<file path="config.mk">
export PLATFORM = sky130hd
export DESIGN_NAME = ctrl_pb200
export DESIGN_NICKNAME = d
export VERILOG_FILES = /design/src/rtl/ctrl_pb200.sv
export SDC_FILE = /design/constraint.sdc
export NUM_CORES = 1
export LEC_CHECK = 0
export ABC_CLOCK_PERIOD_IN_PS = 4500
export CAP_MARGIN = 30
export CORE_AREA = 4 4 41 43
export DETAILED_ROUTE_END_ITERATION = 10
export DIE_AREA = 0 0 45 47
export GPL_TIMING_DRIVEN = 0
export PLACE_DENSITY = 0.67
export SLEW_MARGIN = 40
export SYNTH_ARGS = -nofsm -noshare
export SYNTH_HDL_FRONTEND = slang
export SYNTH_SLANG_ARGS = --single-unit
</file>
<file path="constraint.sdc">
create_clock -name clk -period 4.5 [get_ports clk]
set_clock_uncertainty 0.1 [all_clocks]
set_input_delay 0.9 -clock clk [delete_from_list [all_inputs] [get_ports clk]]
set_output_delay 0.9 -clock clk [all_outputs]
set_load 0.05 [all_outputs]
</file>
<file path="src/rtl/ctrl_pb200.sv">
// Sequencer for a second-order IIR section: a fixed seven-step Moore FSM that
// steers a shared multiply-accumulate datapath once per input sample.
module ctrl_pb200 #(
    parameter int NSTEP = 7
) (
    input  logic       clk,
    input  logic       reset,
    input  logic       start,
    output logic [2:0] controlS,
    output logic [1:0] controlC,
    output logic [2:0] controlZ,
    output logic       en_acum1,
    output logic       en_acum2,
    output logic       en_acum3,
    output logic       en_fk,
    output logic       en_shift,
    output logic       en_yk,
    output logic       busy,
    output logic       done,
    output logic       overrun
);

    typedef enum logic [2:0] {
        IDLE = 3'd0,
        S1   = 3'd1,
        S2   = 3'd2,
        S3   = 3'd3,
        S4   = 3'd4,
        S5   = 3'd5,
        S6   = 3'd6,
        S7   = 3'd7
    } state_t;

    localparam logic [2:0] LAST_STEP = NSTEP[2:0];

    state_t state_p0;
    state_t state_nxt;

    // State register
    always_ff @(posedge clk or posedge reset) begin
        if (reset) begin
            state_p0 <= IDLE;
        end else begin
            state_p0 <= state_nxt;
        end
    end

    // A start seen while a sample is still being processed is flagged for one cycle
    always_ff @(posedge clk or posedge reset) begin
        if (reset) begin
            overrun <= 1'b0;
        end else begin
            overrun <= start && (state_p0 != IDLE);
        end
    end

    always_comb begin
        state_nxt = IDLE;
        case (state_p0)
            IDLE: state_nxt = start ? S1 : IDLE;
            S1, S2, S3, S4, S5, S6, S7: begin
                if (state_p0 == state_t'(LAST_STEP)) begin
                    state_nxt = IDLE;
                end else begin
                    state_nxt = state_t'(state_p0 + 3'd1);
                end
            end
            default: state_nxt = IDLE;
        endcase
    end

    // Moore output decode: every control is a function of the registered state only
    always_comb begin
        controlS = 3'b000;
        controlC = 2'b00;
        controlZ = 3'b000;
        en_acum1 = 1'b0;
        en_acum2 = 1'b0;
        en_acum3 = 1'b0;
        en_fk    = 1'b0;
        en_shift = 1'b0;
        en_yk    = 1'b0;
        done     = 1'b0;
        busy     = (state_p0 != IDLE);
        case (state_p0)
            S1: begin
                controlS = 3'b001; controlC = 2'b01; controlZ = 3'b001;
                en_acum1 = 1'b1;
            end
            S2: begin
                controlS = 3'b010; controlC = 2'b10; controlZ = 3'b011;
                en_acum2 = 1'b1;
            end
            S3: begin
                controlZ = 3'b100;
                en_fk    = 1'b1;
            end
            S4: begin
                controlS = 3'b011; controlC = 2'b11;
                en_acum1 = 1'b1;
            end
            S5: begin
                controlS = 3'b100; controlC = 2'b01; controlZ = 3'b011;
                en_acum2 = 1'b1;
            end
            S6: begin
                controlS = 3'b101; controlC = 2'b10; controlZ = 3'b100;
                en_acum3 = 1'b1;
            end
            S7: begin
                controlZ = 3'b101;
                en_yk    = 1'b1;
                en_shift = 1'b1;
                done     = 1'b1;
            end
            default: ;
        endcase
    end

endmodule

</file>
* Word level (Yosys, flattened, before mapping) *
Index checks and enable logic that the tools add are counted.

word-level totals
  flip-flop bits (word level) = 4
  bits in latches = 0
  RAM bits = 0
  bits in read-only memories = 0
  input port bits = 3
  output and inout bits = 17
  logic and storage cells = 30
  memories kept = 0

operators by class
  add/subtract/negate cells = 1
  multiply operators = 0
  divide/modulo/power cells = 0
  order comparisons = 0
  equal/unequal tests = 7
  shifts and indexed selects = 0
  muxes and demuxes = 11
  bitwise gates (word level) = 0
  reductions and logical operators = 9

operators with widths
  cell                                                             count
  3-bit one-hot mux with 5 select lines                            1
  3-bit == test, second input constant                             4
  3-bit one-hot mux with 4 select lines                            1
  2-bit OR reduction                                               5
  7-bit OR reduction                                               1
  3-bit by 2-bit == test with 1-bit output, second input constant  2
  1-bit two-way mux                                                6
  2-bit one-hot mux with 3 select lines                            1
  3-bit one-hot mux with 2 select lines                            1
  3-bit by 1-bit adder with 3-bit output, second input constant    1
  3-bit by 1-bit == test with 1-bit output, second input constant  1
  3-bit zero test                                                  1
  3-bit two-way mux                                                1
  3-bit nonzero test                                               1
  1-bit logical AND                                                1

* Depth between registers and ports, before layout *
Gate-level depths: netlist of run 1.

  word-level depth = 3
  gate-level depth with buffers = 5
  depth with buffers taken out = 5

* Worst setup path before layout of run 1 *
No wires, ideal clock.

  path kind = register to output
  start point = reg state_p0[0]
  end point = out controlZ[2]
  data arrival time = 2.106 ns
  data required time = 3.500 ns
  slack = 1.394 ns
  stages on the path, launching flop included = 5
  buffers on the path = 0
  cells stage by stage = dfrtp_1 -> ha_1 -> ha_1 -> nor2_1 -> a21oi_1

on the way
  longest elaborated chain between the ends = 3
  elaborated cells on any way between the ends = 9
  those cells by class = eq/ne: 6; mux: 1; reduce/logical: 2

RTL lines
  element                                                                           RTL line  text
  from (decl)                                                                       36        state_t state_p0;
  from (signal assigned)                                                            44        state_p0 <= state_nxt;
  3-bit by 2-bit == test with 1-bit output / 3-bit == test (equally long branches)  85        case (state_p0)
  2-bit OR reduction (no source line)                                               n/a
  3-bit one-hot mux with 4 select lines (*)                                         85
  to (decl)                                                                         11        output logic [2:0] controlZ,

Mark *: on every way between the ends. The rest lies on a longest branch, timed or not.

* Final worst setup path of run 1 *
Ends and elaborated chain as after synthesis.

==> metrics.md, run 1 <==
| Metric | Value |
|---|---|
| Post-detailed-placement half-perimeter wirelength | `773 um` |
| Worst hold slack after final layout | `602 ps` |
| Most used cells in the layout excluding fill and tap cells | `sky130_fd_sc_hd__clkdlybuf4s50_1 (19), sky130_fd_sc_hd__nand2_1 (13), sky130_fd_sc_hd__ha_1 (8)` |
| Cell types occupying the most area after synthesis | `sky130_fd_sc_hd__dfrtp_1 (27%), sky130_fd_sc_hd__ha_1 (27%), sky130_fd_sc_hd__nand2_1 (13%)` |
| Most frequent CP cell | `sky130_fd_sc_hd__ha_1` |
| Max H-tree Level | `1` |
| Startpoint type of the worst setup path | `flop` |
| Layout area overhead | `61.9%` |
| Area enclosed by the die boundary | `2120 um^2` |
| WP data arrival | `between 2000 and 2500 ps` |
| Number of buffers inserted during clock tree synthesis | `3` |
| Remaining global-route overflow | `0` |
| Initial detailed-routing violation count | `6` |
| Register clock-pin slew on the reported worst setup and hold paths | `around 40 ps` |
| Die width | `~45 um` |
| Min-delay worst type | `flop to flop` |
| Total length of routed wires | `just over 900 um` |
| Slew Limit Fails | `0` |
| Post-route antenna net violation count | `0` |
| End-of-flow core utilization | `46.5%` |
| Number of sinks handled by clock tree synthesis | `4` |
| Final count of hold timing violations | `0` |
| Most common cell after layout, fill and taps aside | `sky130_fd_sc_hd__clkdlybuf4s50_1` |
| Slowest stage cell on the critical path | `sky130_fd_sc_hd__clkdlybuf4s50_1` |
| Number of antenna violations at the first check in global routing | `0` |
| Outcome | `completed` |
| Initial core utilization | `between 20% and 30%` |
| Maximum Capacitance Violations | `0` |
| Distinct cell type count after synthesis | `16` |
| Via count of the first global-routing pass | `approximately 390` |
| Register area | `around 100 um^2` |
| Count of boundary I/O pins | `20` |
| Worst Path Class, Setup | `flop to primary output` |
| Placement Cell Area | `583 um^2` |
| Worst Setup End Kind | `primary output` |
| Worst-skew pair later-pin latency | `about 230 ps` |
| Minimum period implied by the final worst setup slack | `3230 ps` |
| Wire length of the first global-routing pass | `about 1500 um` |
| Hold buffers post-CTS | `0` |
| GRT Total Usage | `between 10% and 20%` |
| Worst hold path stage count | `2` |
| Post-detailed-route wirelength per cell | `approximately 11 um` |
| Clock tree from TritonCTS | `built` |
| Series of cell instances along the critical path | `ha_1 > ha_1 > nor2_1 > a21oi_1 > clkdlybuf4s50_1` |
| Count of instances resized after the clock tree is built | `0` |
| Number of vias after detailed routing | `381` |
| Post-route DRC | `0` |
| Number of setup violations in the final report | `0` |
| Count of state elements after synthesis | `4` |
| Design area | `606 um^2` |
| Placeable Area | `1300 um^2` |
| Share of the clock period used by the worst path | `71.8%` |
| Total iterations of the first detailed-routing run | `4` |
| I/O Buffers | `19` |
| Slew at the pin with the worst max-slew slack | `between 500 and 600 ps` |
| Net count after synthesis | `59` |
| Count of mapped cells out of synthesis | `between 40 and 50` |
| Die height | `~47 um` |
| Largest net degree at the start of global routing | `9` |
| Diodes inserted | `0` |
| Unrepaired setup endpoints after global routing | `no` |
| Setup TNS Final | `0 ps` |
| Placer's final routability congestion estimate | `0.720` |
| Std-Cell Rows | `13` |
| Number of buffers inserted to repair setup after CTS | `0` |
| Count of warnings emitted by yosys | `0` |
| Net total in the final layout | `83` |
| Multi-input gate area | `240 um^2` |
| Maximum net fanout on the critical path | `6` |
| Synth Area per Inst | `roughly 7.8 um^2` |
| CTS root buf | `sky130_fd_sc_hd__clkbuf_4` |
| Slew HR | `66.3%` |
| Logic depth of the worst register-to-register path | `5` |
| Fill count | `138` |
| Largest stage delay on the critical path | `slightly above 800 ps` |
| Post-synthesis cell area | `roughly 370 um^2` |
| Maximum clock insertion buffer count | `2` |
| Mean number of vias per cell | `about 4.5` |
| Layout cell share with drive strength beyond 1 | `around 8.6%` |
| Yosys top cell area share | `between 20 and 30%` |
| Highest attainable clock frequency | `around 310 MHz` |
| Required @ worst endpoint | `between 3000 and 4000 ps` |
| Register area share after synthesis | `26.8%` |
| Post-synthesis cell type with the largest combined area | `sky130_fd_sc_hd__dfrtp_1` |
-- layout make-up --
class	instances	area share, %
buffer	2	2.48
multi-input combinational	37	39.7
tap	15	3.10
clock buffer	3	3.72
inverter	5	3.10
timing repair buffer	19	31.4
sequential	4	16.5
-- path summary, 6_finish.rpt --
| path | end | slack, ps | startpoint |
|---|---|---|---|
| max in group asynchronous | overrun | 3400 | reset |
| max | controlZ[2] | 1270 | state_p0[0] |
| min reg2reg | state_p0[2] | 600 | state_p0[2] |
| min in group asynchronous | state_p0[2] | 740 | reset |
| max reg2reg | state_p0[0] | 2760 | state_p0[0] |
| min | state_p0[2] | 600 | state_p0[2] |
-- per-layer routing --
metal	wire, um	share of wire [%]	up-vias	GRT usage [%]
li1	-	-	199	-
met1	379	42	163	11.0
met2	440	48	17	16.9
met3	73	8.0	2	3.07
met4	17	1.9	0	8.77
met5	0	0	-	0
-- cells by family (layout without fill, tap and decap cells) --
group / Yosys count / count (layout) / synth area share, %
adders and majority gates: 8 / 8 / 26.8
buffers and inverters: 7 / 29 / 9.03
DFF: 4 / 4 / 26.8
and+or+nand+nor: 21 / 21 / 23.4
AOI/OAI and AO/OA: 8 / 8 / 14.0
-- per-stage QoR --
| stage | setup WS, ps | instances |
|---|---|---|
| after detailed placement | 1490 | 82 |
| after global placement | 1510 | 82 |
| after floorplan | 1390 | 48 |
| final | 1270 | 85 |
| after global routing | 1080 | 85 |
| after CTS | 1240 | 85 |
-- registers in the layout, indices dropped and copies added (netlist names) --
signal,cells
state_p0,3
overrun,1
-- worst max-delay path: cells and delay by family, from the launching register on --
family	cells	cell delay [ps]
flops	1	430
buf+inv	1	810
fa+ha+maj	2	480
simple gates	1	120
compound gates	1	160
-- synth_stat cells --
cell / count
sky130_fd_sc_hd__a21oi_1: 3
sky130_fd_sc_hd__a311oi_1: 1
sky130_fd_sc_hd__a31oi_1: 1
sky130_fd_sc_hd__a41o_1: 1
sky130_fd_sc_hd__and2_1: 1
sky130_fd_sc_hd__buf_4: 2
sky130_fd_sc_hd__dfrtp_1: 4
sky130_fd_sc_hd__ha_1: 8
sky130_fd_sc_hd__inv_1: 5
sky130_fd_sc_hd__nand2_1: 13
sky130_fd_sc_hd__nand2_2: 1
sky130_fd_sc_hd__nand2b_1: 1
sky130_fd_sc_hd__nand3_1: 1
sky130_fd_sc_hd__nor2_1: 4
sky130_fd_sc_hd__o211ai_1: 1
sky130_fd_sc_hd__o21ai_0: 1
Power of run 1 is not shown: default switching activity piles up to over one toggle a cycle in this logic, so the estimate is an artifact.
==> inputs of run 2 (changes only) <==
Settings changed: ABC_CLOCK_PERIOD_IN_PS 4500 to 3300.
Clock period 4.5 ns to 3.3 ns, I/O delays scaled along.
==> results of run 2 <==
Same layout as run 1 (identical final DEF). Status: completed.
Main changes from that run: setup slack after placement 1490 ps -> 530 ps; setup slack after layout 1270 ps -> 311 ps; hold slack 602 ps -> 504 ps; register-to-register setup slack 2760 ps -> 1560 ps
Power of run 2 is left out for the same reason.
==> inputs of run 3 (changes only) <==
Settings changed: GPL_TIMING_DRIVEN 0 to not set.
==> run 3 against run 2 <==
Against the previous run: die area did not move; via count up 0.26%; sequential share of layout area grew 0.42 points; hold slack better by 3.2 ps; utilization down 1.2 points; non-clock buffer count down 2; critical path depth is the same.
==> metrics.md, run 3 (synthesis results as in run 1) <==
| Metric | Value |
|---|---|
| Design area | `slightly below 600 um^2` |
| Die height | `between 40 and 50 um` |
| GRT Total Usage | `a little under a tenth` |
| Family with the most delay on the worst path | `buffers and inverters` |
| Most common cell after layout, fill and taps aside | `sky130_fd_sc_hd__clkdlybuf4s50_1` |
| Unrepaired setup endpoints after global routing | `no` |
| Slew at the pin with the worst max-slew slack | `roughly 500 ps` |
| Required @ worst endpoint | `between 2000 and 3000 ps` |
| Mean number of vias per cell | `about 4.6` |
| Maximum clock insertion buffer count | `2` |
| Most used cells in the layout excluding fill and tap cells | `sky130_fd_sc_hd__clkdlybuf4s50_1 (19), sky130_fd_sc_hd__nand2_1 (13), sky130_fd_sc_hd__ha_1 (8)` |
| Most frequent CP cell | `sky130_fd_sc_hd__ha_1` |
| Largest net degree at the start of global routing | `9` |
| Maximum Capacitance Violations | `0` |
| Number of sinks handled by clock tree synthesis | `4` |
| Register clock-pin slew on the reported worst setup and hold paths | `around 40 ps` |
| WP data arrival | `about 2200 ps` |
| Largest Register | `state_p0` |
| Largest registers ranked by flip-flop count | `state_p0: 3 flops, overrun: 1 flops` |
| Post-detailed-placement half-perimeter wirelength | `739 um` |
| Number of buffers inserted during clock tree synthesis | `3` |
| Share of the clock period used by the worst path | `90.9%` |
| Count of instances resized after the clock tree is built | `0` |
| Layout cell share with drive strength beyond 1 | `under 10%` |
| Slowest stage cell on the critical path | `sky130_fd_sc_hd__clkdlybuf4s50_1` |
| Count of boundary I/O pins | `20` |
| Total iterations of the first detailed-routing run | `4` |
| Outcome | `completed` |
| Layout area overhead | `57.9%` |
| Post-detailed-route wirelength per cell | `around 11 um` |
| End-of-flow core utilization | `between 40% and 50%` |
| I/O Buffers | `19` |
| Initial core utilization | `28.8%` |
| Clock tree from TritonCTS | `built` |
| Placer's final routability congestion estimate | `a little over 0.7` |
| Worst Setup End Kind | `primary output` |
| Number of buffers inserted to repair setup after CTS | `0` |
| Number of antenna violations at the first check in global routing | `0` |
| Worst-skew pair later-pin latency | `about 230 ps` |
| Maximum net fanout on the critical path | `6` |
| Placeable Area | `approximately 1300 um^2` |
| Largest stage delay on the critical path | `820 ps` |
| Worst hold slack after final layout | `507 ps` |
| CTS root buf | `sky130_fd_sc_hd__clkbuf_4` |
| Max H-tree Level | `1` |
| Minimum period implied by the final worst setup slack | `3000 ps` |
| Remaining global-route overflow | `0` |
| Startpoint type of the worst setup path | `flop` |
| Wire length of the first global-routing pass | `about 1400 um` |
| Final count of hold timing violations | `0` |
| Min-delay worst type | `primary input to async pin` |
| Area enclosed by the die boundary | `about 2100 um^2` |
| Worst Path Class, Setup | `flop to primary output` |
| Register area | `about 100 um^2` |
| Net total in the final layout | `81` |
| Diodes inserted | `0` |
| Fill count | `136` |
| Hold buffers post-CTS | `0` |
| CP bufs+invs | `1` |
| Slew HR | `between 60 and 70%` |
| Series of cell instances along the critical path | `ha_1 > ha_1 > nor2_1 > a21oi_1 > clkdlybuf4s50_1` |
| Total length of routed wires | `901 um` |
| Slew Limit Fails | `0` |
| Largest register FFs | `3` |
| Via count of the first global-routing pass | `360` |
| Setup TNS Final | `0 ps` |
| Number of vias after detailed routing | `between 300 and 400` |
| Number of setup violations in the final report | `0` |
| Post-route DRC | `0` |
| Placement Cell Area | `around 570 um^2` |
| Std-Cell Rows | `13` |
| Highest attainable clock frequency | `around 330 MHz` |
| Multi-input gate area | `240 um^2` |
| Post-route antenna net violation count | `0` |
| Die width | `about 45 um` |
| Initial detailed-routing violation count | `8` |
==> run 3: routing by layer <==
metal  track usage, %  wire length (um)
met1             11.0               413
met2             15.5               439
met3             2.30                48
met4             5.26                 0
met5                0                 0
==> run 3: worst register-to-register path, cell delays in order, from the launching register on <==
cell and delay [ps]:
sky130_fd_sc_hd__dfrtp_1 430, sky130_fd_sc_hd__ha_1 250, sky130_fd_sc_hd__ha_1 250, sky130_fd_sc_hd__nor2_1 240
sky130_fd_sc_hd__a311oi_1 140, sky130_fd_sc_hd__a41o_1 220
==> run 3: path summary, 6_finish.rpt <==
kind	from	to	slack [ps]	depth (start not counted)
max	state_p0[0]	controlZ[2]	300	5
min	reset	state_p0[1]	510	2
max reg2reg	state_p0[0]	state_p0[0]	1570	5
min reg2reg	state_p0[2]	state_p0[2]	610	2
max in group asynchronous	reset	state_p0[2]	2440	2
min in group clk	state_p0[2]	state_p0[2]	610	2
==> run 3: cell type report <==
type / instances / area share, %
timing repair buffer: 19 / 32.2
sequential: 4 / 16.9
tap: 15 / 3.18
inverter: 5 / 3.18
clock buffer: 3 / 3.81
multi-input combinational: 37 / 40.7
==> run 3: stage by stage <==
step	setup WS [ps]	std cells
floorplan	434	48
detailed placement	521	80
global route	165	83
CTS	272	83
finish	300	83
global placement	570	80
Power of run 3 is left out for the same reason.
